`src/rtl/serial_adder_ctrl_pkg.sv`:
```
// Shared definitions for the bit-serial adder controller: FSM state encoding.
package serial_adder_ctrl_pkg;

   typedef enum logic [1:0] {
      ST_IDLE = 2'd0,
      ST_RUN  = 2'd1,
      ST_DONE = 2'd2
   } state_e;

endpackage

```
`src/rtl/serial_adder_ctrl_fa_cell.sv`:
```
// 1-bit full adder cell; the only arithmetic in the serial adder datapath.
module fa_cell (
   input  logic a,
   input  logic b,
   input  logic cin,
   output logic sum,
   output logic cout
);

   assign sum  = a ^ b ^ cin;
   assign cout = (a & b) | (a & cin) | (b & cin);

endmodule

```
`src/rtl/serial_adder_ctrl.sv`:
```
// Bit-serial adder controller: one full-adder cell, LSB first, one bit per clock,
// with start/busy/done handshake and result held until the next accepted start.
module serial_adder_ctrl
   import serial_adder_ctrl_pkg::*;
#(
   parameter int WIDTH = 8
) (
   input  logic             clk,
   input  logic             rst_n,
   input  logic             start,
   input  logic [WIDTH-1:0] a,
   input  logic [WIDTH-1:0] b,
   input  logic             cin,
   output logic             busy,
   output logic             done,
   output logic [WIDTH-1:0] sum,
   output logic             cout
);

   localparam int CNT_W = $clog2(WIDTH + 1);
   localparam logic [CNT_W-1:0] LAST_BIT = CNT_W'(WIDTH - 1);

   state_e           state_q;
   logic [WIDTH-1:0] a_sh_q;
   logic [WIDTH-1:0] b_sh_q;
   logic [WIDTH-1:0] sum_q;
   logic [WIDTH-1:0] sum_d;
   logic [CNT_W-1:0] cnt_q;
   logic             carry_q;
   logic             cout_q;
   logic             busy_q;
   logic             done_q;
   logic             fa_s;
   logic             fa_c;

   fa_cell u_fa (
      .a    (a_sh_q[0]),
      .b    (b_sh_q[0]),
      .cin  (carry_q),
      .sum  (fa_s),
      .cout (fa_c)
   );

   // New sum bit enters at the MSB; after WIDTH shifts bit 0 lands at sum[0].
   always_comb begin
      sum_d            = sum_q >> 1;
      sum_d[WIDTH-1]   = fa_s;
   end

   always_ff @(posedge clk or negedge rst_n) begin
      if (!rst_n) begin
         state_q <= ST_IDLE;
         a_sh_q  <= '0;
         b_sh_q  <= '0;
         sum_q   <= '0;
         cnt_q   <= '0;
         carry_q <= 1'b0;
         cout_q  <= 1'b0;
         busy_q  <= 1'b0;
         done_q  <= 1'b0;
      end else begin
         done_q <= 1'b0;
         case (state_q)
            ST_IDLE: begin
               if (start) begin
                  a_sh_q  <= a;
                  b_sh_q  <= b;
                  carry_q <= cin;
                  cnt_q   <= '0;
                  sum_q   <= '0;
                  cout_q  <= 1'b0;
                  busy_q  <= 1'b1;
                  state_q <= ST_RUN;
               end
            end
            ST_RUN: begin
               carry_q <= fa_c;
               sum_q   <= sum_d;
               a_sh_q  <= a_sh_q >> 1;
               b_sh_q  <= b_sh_q >> 1;
               cnt_q   <= cnt_q + CNT_W'(1);
               if (cnt_q == LAST_BIT) begin
                  cout_q  <= fa_c;
                  done_q  <= 1'b1;
                  state_q <= ST_DONE;
               end
            end
            ST_DONE: begin
               busy_q  <= 1'b0;
               state_q <= ST_IDLE;
            end
            default: begin
               busy_q  <= 1'b0;
               state_q <= ST_IDLE;
            end
         endcase
      end
   end

   assign busy = busy_q;
   assign done = done_q;
   assign sum  = sum_q;
   assign cout = cout_q;

endmodule
```
`config.mk`:
```
export PLATFORM = sky130hd
export DESIGN_NAME = serial_adder_ctrl
export DESIGN_NICKNAME = d
export VERILOG_FILES = /design/src/rtl/serial_adder_ctrl_pkg.sv /design/src/rtl/serial_adder_ctrl_fa_cell.sv /design/src/rtl/serial_adder_ctrl.sv
export SDC_FILE = /design/constraint.sdc
export NUM_CORES = 1
export LEC_CHECK = 0
export ABC_AREA = 1
export BUFFER_PORTS_ARGS = -buffer_cell sky130_fd_sc_hd__buf_2
export CORE_AREA = 4 4 70 53
export CTS_CLUSTER_SIZE = 16
export DETAILED_ROUTE_END_ITERATION = 7
export DIE_AREA = 0 0 74 57
export GPL_TIMING_DRIVEN = 0
export PLACE_DENSITY = 0.73
export SETUP_SLACK_MARGIN = 0.05
export SLEW_MARGIN = 20
export SYNTH_ARGS = -nofsm -noshare
export SYNTH_HDL_FRONTEND = slang
export SYNTH_SLANG_ARGS = --single-unit
```
`constraint.sdc`:
```
create_clock -name clk -period 1.3 [get_ports clk]
set_input_delay 0.065 -clock clk [delete_from_list [all_inputs] [get_ports clk]]
set_output_delay 0.065 -clock clk [all_outputs]
set_load 0.005 [all_outputs]
```
==> flow_summary.yaml <==
pwr:
  power_leakage_uw: 0.00113
  power.density_nw_per_um2: 2350
  vdd_drop_max_mv: 1.24
synthesis:
  synth_compound_area_share_pct: 4.09
  synth_top_family_by_area: "simple AND/OR/NAND/NOR gates"
  synth-simple-area-share_pct: 31.2
  synth_area_per_cell_sq_um: 7.99
  synth_warnings: 0
  ys_seq_area_share_pct: 54.6
  syn_area_sq_um: 1560
  postSynthCellCount: 195
  ys_top_cells_by_area: "dfrtp_1 55%, nand2_1 25%, inv_1 3.6%"
  synth_cell_types: 19
  synth_mux_area_share_pct: 0
  ys_seq_elements: 34
  synthXorXnorAreaFrac_pct: 0
  synthAdderAreaFrac_pct: 2.09
  synth_top_area_cell: "dfrtp_1"
  mappedNetlistNets: 217
  synth.top_cell.area_share_pct: 54.6
clock_network:
  clkTransAtPathRegs_ns: 0.06
  clk_latency_ns: 0.29
  cts_tree: "built"
  clock_path_buffers: 2
  numClockSinks: 34
  htreeDepth: 2
  clockRootBuffer: "clkbuf_8"
  cts_buffers: 5
hold_path:
  hold_path_depth: 3
  hold_class: "input port to flop"
  hold_path_startpoint: "b[7]"
  holdPathEnd: "b_sh_q[7]"
sta:
  skew_ns: 0.00889
  hold_violations: 0
  final_max_slew_viol_count: 0
  min_period_ns: 1.16
  fmaxAchievable_mhz: 859
  finalSetupViolations: 0
  rsz0062_at_grt: "no"
  worst_pin_slew_ns: 0.730
  slew_headroom_pct: 51.3
  timing.setup.tns_ns: 0
  period_share_pct: 89.5
grt:
  grt_max_degree: 35
  grt_util_all_layers_pct: 16.9
  grt_pass1_wl_um: 5350
  overflow: 0
  use_met3_pct: 5.81
  antenna_found_initial: 0
  grt_use_met2_pct: 21.7
  grt_pass1_vias: 1210
  gr-usage-met1_pct: 24.8
  grt-busiest-layer: "met1"
routing:
  drtAntennaViolNets: 0
  viasPerCell: 4.77
  drt_pass1_iterations: 4
  drc: 0
  wl_per_cell_um: 11.3
  finalWirelength_um: 3130
  vias: 1322
  drtIter0Drc: 70
layout:
  drive_gt1_share_pct: 25.1
  final_core_util_pct: 63.3
  diodes: 0
  syn_to_final_growth_pct: 23.6
  nets: 260
place:
  gp_congestion: 0.787
  io_buffers: 30
  dp_hpwl_um: 2180
floorplan:
  initial_core_util_pct: 51.3
  die-area_sq_um: 4220
  core-area_sq_um: 3040
  ios: 31
  die_w_um: 74
  rows: 17
  fp.dieH_um: 57
run_status:
  outcome: "finished clean"
worst_setup_path:
  reg2reg_depth: 7
  r2r_start: "state_q[1]"
  r2r_setup_slack_ns: 0.14
  crit_type: "flop to flop"
  critPathLaunchType: "flop"
  end_kind: "flop"
  worst_r2r_endpoint: "a_sh_q[6]"
  arrival_ns: 1.34
  crit_required_ns: 1.48
  worstPathMaxFanout: 10
flow_run:
  max_cap_violations: 0
-- Yosys cell counts, drive strengths merged --
| cell | n |
|---|---|
| a21oi | 1 |
| o22ai | 7 |
| dfrtp | 34 |
| ha | 1 |
| o21ai | 3 |
| nand4 | 2 |
| buf | 8 |
| nand2 | 108 |
| nand3 | 7 |
| inv | 18 |
| nor2 | 5 |
| fa | 1 |
-- placed cells by master (no fill, tap or decap), types with 2 or more instances in the layout --
| master | instances |
|---|---|
| buf_2 | 34 |
| buf_4 | 6 |
| buf_6 | 3 |
| clkbuf_8 | 5 |
| clkinv_2 | 2 |
| dfrtp_1 | 34 |
| inv_1 | 15 |
| inv_2 | 3 |
| nand2_1 | 104 |
| nand2_2 | 2 |
| nand2_4 | 2 |
| nand3_1 | 7 |
| nand4_1 | 2 |
| nor2_1 | 3 |
| nor2_2 | 2 |
| o21ai_1 | 2 |
| o22ai_1 | 7 |
-- metrics by stage --
stage          instance area, sq um  hold slack, ns  setup WS (ns)  instances  total power, uW
6_report                       1930          0.0183          0.136        277             4530
5_1_grt                        1930          0.0156         0.0508        277             4960
4_1_cts                        1880          0.0132         0.0731        272             4480
3_5_place_dp                   1760           0.172         0.0941        263             3510
3_3_place_gp                   1760           0.170          0.114        263             3470
2_1_floorplan                  1560          -0.231          0.211        195             3000
-- power by group --
part           internal [uW]  leakage, uW  total, uW  switching [uW]
combinational            776     0.000637       1830            1060
clock                    564    0.0000579        941             378
sequential              1500     0.000435       1760             261
total                   2830      0.00113       4530            1700
-- layer usage --
| metal | vias up | part of all wire [%] |
|---|---|---|
| met1 | 606 | 51 |
| met2 | 32 | 41 |
| met4 | 0 | 1.3 |
| li1 | 680 | - |
| met3 | 4 | 6.7 |
| met5 | - | 0 |
-- registers in the layout, indices dropped and copies added, names as in the netlist --
name     count
a_sh_q       8
b_sh_q       8
busy         1
carry_q      1
cnt_q        4
cout         1
done         1
state_q      2
sum          8
-- worst max path at each step --
stage,cells past startpoint,startpoint,to
6_report,7,state_q[1],a_sh_q[6]
3_5_place_dp,7,state_q[1],carry_q
5_1_grt,7,state_q[1],a_sh_q[5]
3_3_place_gp,6,cnt_q[0],cout
4_1_cts,6,cnt_q[0],cout
2_1_floorplan,3,carry_q,sum[7]
-- critical path, cell delays in order, from the launching register on --
cell and delay (ns):
dfrtp_1 0.41, inv_2 0.11, nand2_4 0.09, nand2_4 0.10, inv_2 0.05, buf_4 0.17
nand2_1 0.06, nand2_1 0.05
-- area by class of cell --
type                            instances  area (sq um)
Tap cell                               38          47.5
Clock inverter                          3          40.0
Timing Repair Buffer                   36           198
Fill cell                             258          1110
Clock buffer                            5          68.8
Sequential cell                        34           851
Multi-Input combinational cell        135           593
Buffer                                  8          61.3
Inverter                               18          67.6
-- timing repair --
item | CTS | global route
hold buffers | 1 | 0
buffers inserted | 0 | 5
endpoints found under the setup margin | 0 | 22
endpoints found under the hold margin | 34 | 0
gates resized for setup | 0 | 4
-- kinds of logic (layout without fill, tap and decap cells) --
family	after synthesis	after routing
compound gates	11	11
simple gates	122	122
fa+ha+maj	2	2
buf+inv	26	70
flops	34	34
No activity file was read; power rests on OpenSTA's default activity.
